<file path="src/rtl/reg_file_scoreboard_if.sv">
// Writeback bus into the architectural register file.
//   rd_wb          : writeback write enable
//   rd_address_wb  : writeback destination register
//   rd_data_wb     : writeback data
// master drives the bus (writeback stage); slave receives it (register file).
interface reg_file_scoreboard_if #(
  parameter int unsigned WIDTH          = 32,
  parameter int unsigned REG_ADDR_WIDTH = 5
);
  logic                      rd_wb;
  logic [REG_ADDR_WIDTH-1:0] rd_address_wb;
  logic [WIDTH-1:0]          rd_data_wb;

  modport master (output rd_wb, output rd_address_wb, output rd_data_wb);
  modport slave  (input  rd_wb, input  rd_address_wb, input  rd_data_wb);
endinterface

</file>
<file path="src/rtl/reg_file_scoreboard.sv">
// Architectural register file with two registered read ports (rs, rt),
// same-cycle writeback bypass, and a pending-write scoreboard for RAW
// hazard detection in decode.
//   clk, rst          : rising-edge clock, asynchronous active-low reset
//   stall             : freeze read ports and issue (writes still commit)
//   flush             : clear scoreboard, drop current read
//   wb                : writeback bus (slave)
//   read_en           : operand read request
//   rs/rt_address     : read port addresses
//   issue_rd(_address): destination of the instruction being issued
//   rs/rt_data        : registered read data
//   rs/rt_busy        : registered pending-write flag at read time
//   read_valid        : rs/rt outputs hold a fresh read
//   reg_file          : storage view of r1..r(REG_COUNT-1), index 0 = r1
module reg_file_scoreboard #(
  parameter int unsigned WIDTH          = 32,
  parameter int unsigned REG_ADDR_WIDTH = 5,
  parameter int unsigned REG_COUNT      = 32
) (
  input  logic                      clk,
  input  logic                      rst,
  input  logic                      stall,
  input  logic                      flush,
  reg_file_scoreboard_if.slave      wb,
  input  logic                      read_en,
  input  logic [REG_ADDR_WIDTH-1:0] rs_address,
  input  logic [REG_ADDR_WIDTH-1:0] rt_address,
  input  logic                      issue_rd,
  input  logic [REG_ADDR_WIDTH-1:0] issue_rd_address,
  output logic [WIDTH-1:0]          rs_data,
  output logic [WIDTH-1:0]          rt_data,
  output logic                      rs_busy,
  output logic                      rt_busy,
  output logic                      read_valid,
  output logic [WIDTH-1:0]          reg_file [0:REG_COUNT-2]
);

  // r0 has no storage; index 0 of busy is tied low.
  logic [WIDTH-1:0]     mem [1:REG_COUNT-1];
  logic [REG_COUNT-1:0] busy;
  logic [REG_COUNT-1:0] busy_next;

  logic             wb_write;
  logic             rs_hit, rt_hit;
  logic [WIDTH-1:0] rs_next, rt_next;
  logic             rs_busy_next, rt_busy_next;

  assign wb_write = wb.rd_wb && (wb.rd_address_wb != '0);

  always_comb begin
    for (int unsigned i = 0; i < REG_COUNT - 1; i++) begin
      reg_file[i] = mem[i + 1];
    end
  end

  // A read that coincides with a writeback to the same register takes the
  // writeback data and reports not-busy, since that data is now current.
  always_comb begin
    rs_hit  = wb_write && (wb.rd_address_wb == rs_address);
    rt_hit  = wb_write && (wb.rd_address_wb == rt_address);
    rs_next = '0;
    rt_next = '0;
    if (rs_address != '0) rs_next = rs_hit ? wb.rd_data_wb : mem[rs_address];
    if (rt_address != '0) rt_next = rt_hit ? wb.rd_data_wb : mem[rt_address];
    rs_busy_next = busy[rs_address] && !rs_hit;
    rt_busy_next = busy[rt_address] && !rt_hit;
  end

  // Clear before set: an issue in the same cycle as a writeback to the same
  // register belongs to a newer instruction, so the bit must stay set.
  always_comb begin
    busy_next = busy;
    if (flush) begin
      busy_next = '0;
    end else begin
      if (wb_write) busy_next[wb.rd_address_wb] = 1'b0;
      if (issue_rd && !stall && (issue_rd_address != '0))
        busy_next[issue_rd_address] = 1'b1;
    end
    busy_next[0] = 1'b0;
  end

  always_ff @(posedge clk or negedge rst) begin
    if (!rst) begin
      for (int unsigned i = 1; i < REG_COUNT; i++) mem[i] <= '0;
    end else if (wb_write) begin
      mem[wb.rd_address_wb] <= wb.rd_data_wb;
    end
  end

  always_ff @(posedge clk or negedge rst) begin
    if (!rst) busy <= '0;
    else      busy <= busy_next;
  end

  always_ff @(posedge clk or negedge rst) begin
    if (!rst) begin
      rs_data    <= '0;
      rt_data    <= '0;
      rs_busy    <= 1'b0;
      rt_busy    <= 1'b0;
      read_valid <= 1'b0;
    end else if (flush) begin
      read_valid <= 1'b0;
    end else if (!stall) begin
      read_valid <= read_en;
      if (read_en) begin
        rs_data <= rs_next;
        rt_data <= rt_next;
        rs_busy <= rs_busy_next;
        rt_busy <= rt_busy_next;
      end
    end
  end

endmodule

</file>
<file path="src/flat_wrapper.sv">
// flat-port wrapper written by rule: the top's interface ports become plain ports
module reg_file_scoreboard_flat 
#(
  parameter int unsigned WIDTH          = 32,
  parameter int unsigned REG_ADDR_WIDTH = 5,
  parameter int unsigned REG_COUNT      = 32
)
  (clk, rst, stall, flush, read_en, rs_address, rt_address, issue_rd, issue_rd_address, rs_data, rt_data, rs_busy, rt_busy, read_valid, reg_file, wb_rd_wb, wb_rd_address_wb, wb_rd_data_wb);
  reg_file_scoreboard_if #(.WIDTH(WIDTH), .REG_ADDR_WIDTH(REG_ADDR_WIDTH)) wb_i ();
  input  logic clk;
  input  logic rst;
  input  logic stall;
  input  logic flush;
  input  logic read_en;
  input  logic [REG_ADDR_WIDTH-1:0] rs_address;
  input  logic [REG_ADDR_WIDTH-1:0] rt_address;
  input  logic issue_rd;
  input  logic [REG_ADDR_WIDTH-1:0] issue_rd_address;
  output logic [WIDTH-1:0] rs_data;
  output logic [WIDTH-1:0] rt_data;
  output logic rs_busy;
  output logic rt_busy;
  output logic read_valid;
  output logic [WIDTH-1:0] reg_file[0:REG_COUNT-2];
  input wire logic [$bits(wb_i.rd_wb)-1:0] wb_rd_wb;
  input wire logic [$bits(wb_i.rd_address_wb)-1:0] wb_rd_address_wb;
  input wire logic [$bits(wb_i.rd_data_wb)-1:0] wb_rd_data_wb;
  assign wb_i.rd_wb = wb_rd_wb;
  assign wb_i.rd_address_wb = wb_rd_address_wb;
  assign wb_i.rd_data_wb = wb_rd_data_wb;
  reg_file_scoreboard #(.WIDTH(WIDTH), .REG_ADDR_WIDTH(REG_ADDR_WIDTH), .REG_COUNT(REG_COUNT)) u_core (.clk(clk), .rst(rst), .stall(stall), .flush(flush), .wb(wb_i), .read_en(read_en), .rs_address(rs_address), .rt_address(rt_address), .issue_rd(issue_rd), .issue_rd_address(issue_rd_address), .rs_data(rs_data), .rt_data(rt_data), .rs_busy(rs_busy), .rt_busy(rt_busy), .read_valid(read_valid), .reg_file(reg_file));
endmodule
</file>
<file path="config.mk">
export PLATFORM = sky130hd
export DESIGN_NAME = reg_file_scoreboard_flat
export DESIGN_NICKNAME = d
export VERILOG_FILES = /design/src/rtl/reg_file_scoreboard_if.sv /design/src/rtl/reg_file_scoreboard.sv /design/src/flat_wrapper.sv
export SDC_FILE = /design/constraint.sdc
export NUM_CORES = 2
export LEC_CHECK = 0
export BUFFER_PORTS_ARGS = -buffer_cell sky130_fd_sc_hd__buf_2
export CELL_PAD_IN_SITES_DETAIL_PLACEMENT = 0
export CELL_PAD_IN_SITES_GLOBAL_PLACEMENT = 1
export CORE_AREA = 2 2 432 434
export CTS_BUF_LIST = sky130_fd_sc_hd__clkbuf_16
export DETAILED_ROUTE_END_ITERATION = 8
export DIE_AREA = 0 0 434 436
export MAX_ROUTING_LAYER = met4
export PLACE_DENSITY_LB_ADDON = 0.1
export SYNTH_ARGS = -nofsm -noshare
export SYNTH_HDL_FRONTEND = slang
export SYNTH_SLANG_ARGS = --single-unit
</file>
<file path="constraint.sdc">
create_clock -name clk -period 2.29 [get_ports clk]
set_input_delay 0 -clock clk [delete_from_list [all_inputs] [get_ports clk]]
set_output_delay 0 -clock clk [all_outputs]
set_load 0.02 [all_outputs]
</file>
* Yosys cells after proc, flatten, opt, wreduce, memory -nomap -nowiden
Index checks and enable logic that the tools add are counted.
** Cells by class
- Magnitude comparators :: 10
- Eq/ne operators :: 3
- Multiplexer cells :: 27
- Bitwise gates (word level) :: 8
- Reduce and logical (&&, ||, !) cells :: 18
** Operators with widths (number)
- 992-bit bitwise mux :: 1
- 32-bit 2-to-1 mux :: 13
- 32-bit binary-select mux with 5-bit select :: 2
- 32-bit demux with 5-bit select :: 1
- 32-bit AND :: 1
- 32-bit NOT :: 1
- 32-bit OR :: 1
- 5-bit by 6-bit < comparator with 1-bit output, second input constant :: 4
- 5-bit nonzero test :: 4
- 6-bit greater-or-equal comparator, second input constant :: 3
- 5-bit NOT with 6-bit output :: 3
- 1-bit binary-select mux with 5-bit select :: 2
- 1-bit demux with 5-bit select :: 2
- 5-bit == test :: 2
- 5-bit by 1-bit greater-or-equal comparator with 1-bit output, second input constant :: 2
- 1-bit logical AND :: 10
- 6-bit by 1-bit < comparator with 1-bit output, second input constant :: 1
- 1-bit 2-to-1 mux :: 6
- 1-bit zero test :: 3
- 3-bit AND reduction :: 1
- 2-bit by 1-bit inequality test with 1-bit output, second input constant :: 1
- 1-bit NOT :: 2
** Word-level totals
- Flip-flop bits (word level) :: 1090
- Bits of input ports :: 59

* Logic depth before layout (Yosys ltp)
- Depth in word-level cells :: 11
- Depth in mapped cells :: 10
- Depth with buffers taken out :: 5

* Worst setup path before layout
OpenSTA, ideal clock, no wires.
- Path kind :: input to register
- From :: input port rt_address[0]
- To :: register u_core.rt_data[31]
- Arrival time :: 1604 ps
- Required time :: 2154 ps
- Setup slack :: 550 ps
- Stages on the path :: 8
- Buffers on the path :: 3
- Cell sequence :: buf_2 > buf_2 > buf_2 > mux2_2 > o22ai_1 > nor3_1 > a2111oi_0 > a21oi_1
** On the way
- Longest elaborated chain between the ends :: 6
** RTL lines
- from (decl) :: RTL line flat_wrapper.sv:16 : input logic [REG_ADDR_WIDTH-1:0] rt_address;
- 5-bit NOT with 6-bit output (implied by the code) :: RTL line reg_file_scoreboard.sv:64 : if (rt_address != '0) rt_next = rt_hit ? wb.rd_data_wb : mem[rt_address];
- 32-bit binary-select mux with 5-bit select :: RTL line reg_file_scoreboard.sv:64
- 32-bit 2-to-1 mux (implied by the code) (2 in series) :: RTL line reg_file_scoreboard.sv:64
- 32-bit 2-to-1 mux :: RTL line reg_file_scoreboard.sv:64
- 32-bit 2-to-1 mux * :: RTL line reg_file_scoreboard.sv:64
- to (signal assigned) :: RTL line reg_file_scoreboard.sv:109 : rt_data <= rt_next;
- to (decl) :: RTL line reg_file_scoreboard.sv:31 : output logic [WIDTH-1:0] rt_data,
Mark *: on every way between the ends. The rest lies on a longest branch, timed or not. The select of a mux whose other input is x is not followed.
A chain may end at the register's enable or synchronous reset.

* Worst setup path after layout
- From :: register u_core.mem (netlist bit u_core.reg_file[262])
- To :: register u_core.rs_data[6]
** On the way
- Longest elaborated chain between the ends :: 5
** RTL lines
- from (decl) :: RTL line reg_file_scoreboard.sv:39 : logic [WIDTH-1:0] mem [1:REG_COUNT-1];
- from (signal, indexed assignment) :: RTL line reg_file_scoreboard.sv:87 : mem[wb.rd_address_wb] <= wb.rd_data_wb;
- 32-bit binary-select mux with 5-bit select :: RTL line reg_file_scoreboard.sv:63 : if (rs_address != '0) rs_next = rs_hit ? wb.rd_data_wb : mem[rs_address];
- 32-bit 2-to-1 mux (implied by the code) (2 in series) :: RTL line reg_file_scoreboard.sv:63
- 32-bit 2-to-1 mux (2 in series) :: RTL line reg_file_scoreboard.sv:63
- to (signal assigned) :: RTL line reg_file_scoreboard.sv:108 : rs_data <= rs_next;
- to (decl) :: RTL line reg_file_scoreboard.sv:30 : output logic [WIDTH-1:0] rs_data,
No other way between the ends. The select of a mux whose other input is x is not followed.

==> key figures <==
Die
  • Starting density of the core: 0.3132
  • Total number of placement rows: 158
  • Area of the placeable core: 184600 um^2
  • Floorplan die area: 189200 um^2
  • Top-Level Pins: 1118
  • Die W: 434 um
  • Die height: 436 um

Clock tree
  • Clk sinks: 1090
  • Maximum buffer depth of the clock tree: 3
  • Number of buffers created by CTS: 139
  • Clock-pin transition on the worst setup and hold timing paths: 60 ps
  • Worst-Skew Late Latency: 820 ps
  • Root buffer cell: sky130_fd_sc_hd__clkbuf_16
  • TritonCTS clock tree: built
  • CTS H-Tree Depth: 4

Synthesis
  • Cell type contributing the most total cell area after synthesis: sky130_fd_sc_hd__dfrtp_1
  • Top_reg_cell synth: sky130_fd_sc_hd__dfrtp_1
  • Register bit total from synthesis: 1090
  • Post-synthesis area per instance: 12.01 um^2
  • Post-synth EDFFs: 0
  • Post-Synthesis Cells: 4816
  • Proportion of synthesized chip area in sequential cells: 0.4717
  • Share of flip-flops with an asynchronous set or reset: 1.000
  • Post-synthesis cell area: 57830 um^2
  • Cells taking the most area after synthesis: sky130_fd_sc_hd__dfrtp_1 47%, sky130_fd_sc_hd__mux2_2 14%, sky130_fd_sc_hd__mux4_2 12%
  • YS warnings: 0
  • Number of different library cells in the post-synthesis netlist: 64
  • Syn nets: 4875
  • Yosys top cell area share: 0.4717

Pwr
  • Cell leakage power: 34.93 nW
  • Largest voltage drop on the vdd net: 0.5393 mV
  • Pwr per Cell Area: 970.2 nW/um^2

Timing
  • Normalized max-slew margin: 0.2203
  • Fin. max-slew vios: 0
  • Number of setup violations in the final report: 1
  • Number of hold violations in the final report: 0
  • RSZ-0062 raised after global routing: false
  • Time the worst path needs with I/O delays and setup: 2318 ps
  • Max frequency: 0.4314 GHz
  • Clock tree skew after final layout: 23.15 ps
  • Worst path setup slack after routing: -28.18 ps
  • Worst-Margin Slew: 1167 ps
  • Share of the clock period used by the worst path: 1.012
  • Total negative slack: -28.18 ps

Setup path
  • Required time worst endpoint: 2940 ps
  • Maximum fanout along the worst path: 4
  • Slack of the worst reg-to-reg path: -30 ps
  • Cell-by-cell listing of the critical path: mux4_2 -> nand2_1 -> nand3_1 -> o311ai_0 -> a22oi_1
  • Worst path arrival time: 2970 ps
  • Logic depth of the worst register-to-register path: 5
  • Highest-delay cell along the critical path: sky130_fd_sc_hd__o311ai_0
  • Category of the worst setup path launch point: register
  • Worst Setup Path Type: register to register
  • Reg2Reg Launch Point: u_core.reg_file[262]
  • Biggest cell delay along the critical path: 520 ps
  • Terminus of the critical flop-to-flop path: u_core.rs_data[6]
  • Kind of end point of the critical path: register

GRT
  • Pin count of the biggest net entering global routing: 130
  • Wire length of the first global-routing pass: 448300 um
  • Total routing resource utilization after global routing: 0.3564
  • Number of global-route vias before repair: 48580
  • Total grt overflow: 0
  • Number of antenna violations at the first check in global routing: 36

Final layout
  • Register Area: 27280 um^2
  • Synth-to-layout area growth: 28.87%
  • Fraction of layout cells with a size suffix above 1: 0.4657
  • Total number of nets in the final design: 6173
  • Non-filler instance count after layout: 8719
  • Final instance area: 74520 um^2
  • Area occupied by multi-input gates: 28430 um^2
  • Most frequent standard cell in the layout excluding fill and tap cells: sky130_fd_sc_hd__buf_2
  • FILL cells: 18150
  • Commonest cells after routing, fill and taps aside: 1106 x sky130_fd_sc_hd__buf_2, 1090 x sky130_fd_sc_hd__dfrtp_1, 734 x sky130_fd_sc_hd__mux2_2, 562 x sky130_fd_sc_hd__nand2_1, 467 x sky130_fd_sc_hd__o21ai_0

Worst hold path
  • Hold Startpoint: rt_address[3]
  • Number of instances on the worst hold path: 5
  • Worst hold path class: input pin to register
  • Capture endpoint of the worst hold path: u_core.rt_data[29]

Job
  • Max Cap Violations: 0

Routing
  • Final wirelength: 334800 um
  • Wire per inst: 38.40 um
  • Number of DRC violations after detailed routing: 0
  • Number of DRC markers in iteration 0: 5524
  • Vias after detailed routing: 50910
  • First-pass iteration count of the detailed router: 6
  • Drt via density: 5.838
  • Remaining number of nets flagged by the antenna check after routing: 0

Place
  • Placed cell count: 8387
  • Number of port buffers: 1117
  • Hpwl dp: 255800 um
  • DP Worst Slack: -327.2 ps
  • Routability congestion estimate: 0.9959
  • Instance area after placement: 69320 um^2

Status
  • Result of the run: complete, but fails checks
  • Violated checks: negative setup slack
-- cell type report --
cell class	instances	area share
Inverter	25	0.001259
Multi-Input combinational cell	3207	0.3815
Clock buffer	141	0.04735
Sequential cell	1090	0.3660
Timing Repair Buffer	1651	0.1490
Antenna cell	21	0.0007052
Tap cell	2480	0.04164
Clock inverter	104	0.01246
-- what timing repair did --
item	CTS	global route
endpoints found under the setup margin	2	4
hold buffers	67	0
buffers inserted	0	0
gates resized for setup	2	7
hold endpoints to repair	1777	0
-- worst max-delay path: cells and delay by family (launching register included) --
family	cells	cell delay, ps
compound gates	2	730
flops	1	430
mux	1	480
simple gates	2	520
-- power breakdown --
part	total (mW)	switching, mW	internal, mW
Sequential	27.9	5.14	22.7
Combinational	22.2	13.7	8.55
Clock	22.2	9.46	12.8
Total	72.3	28.3	44.0
-- state kept, by name (all words and copies together), names as in the netlist --
name and flops:
u_core.read_valid 1, u_core.rt_busy 1, u_core.rs_data 32, u_core.reg_file 992, u_core.busy 31, u_core.rt_data 32, u_core.rs_busy 1
-- stage by stage --
stage / util / power, mW / hold WS (ps)
floorplan: - / 37.73 / -295.6
global placement: 0.3754 / 49.65 / -88.95
detailed placement: 0.3754 / 49.83 / -91.23
CTS: 0.4033 / 72.32 / 3.028
global route: 0.4034 / 74.63 / 50.84
finish: 0.4036 / 72.30 / 61.48
-- logic make-up after synthesis --
logic type / share of synthesized area
muxes: 0.3032
DFF: 0.4717
xor gates and xnor gates: 0.001515
and+or+nand+nor: 0.06820
buffers and inverters: 0.04083
AOI/OAI and AO/OA: 0.1145
-- metal layers --
metal | share of wire | vias to the layer above | global-route usage | routed length [um]
met5 | 0 | - | - | 0
met4 | 0.057 | 0 | 0.1669 | 19220
met3 | 0.085 | 529 | 0.08316 | 28490
met2 | 0.43 | 2620 | 0.5050 | 144100
met1 | 0.43 | 27030 | 0.4800 | 143100
li1 | - | 20730 | - | -
-- worst max-delay path by stage --
stage | startpoint | to | slack [ps] | cells past startpoint
floorplan | rt_address[0] | u_core.rt_data[31] | 550 | 8
global placement | rt_address[0] | u_core.rt_data[23] | -370 | 8
detailed placement | rt_address[0] | u_core.rt_data[23] | -330 | 8
CTS | u_core.reg_file[663] | u_core.rt_data[23] | 6 | 5
global route | u_core.reg_file[329] | u_core.rs_data[9] | 9 | 5
finish | u_core.reg_file[262] | u_core.rs_data[6] | -30 | 5
-- cells in the mapped netlist, drive strengths merged (13+ instances only) --
library cell  count
nor3             23
a2111oi          45
nor2            107
mux2i           216
clkbuf          285
o311ai           49
mux4            311
nand2           579
mux2            743
buf             209
a22oi           109
nand4            13
o21ai           467
nand3            37
nor2b            57
a21oi            63
dfrtp          1090
inv              25
o22a             18
a211oi           34
nor4b            24
a22o             43
a31oi            39
o22ai           102
a221oi           21
Power figures use the tool's default switching activity.
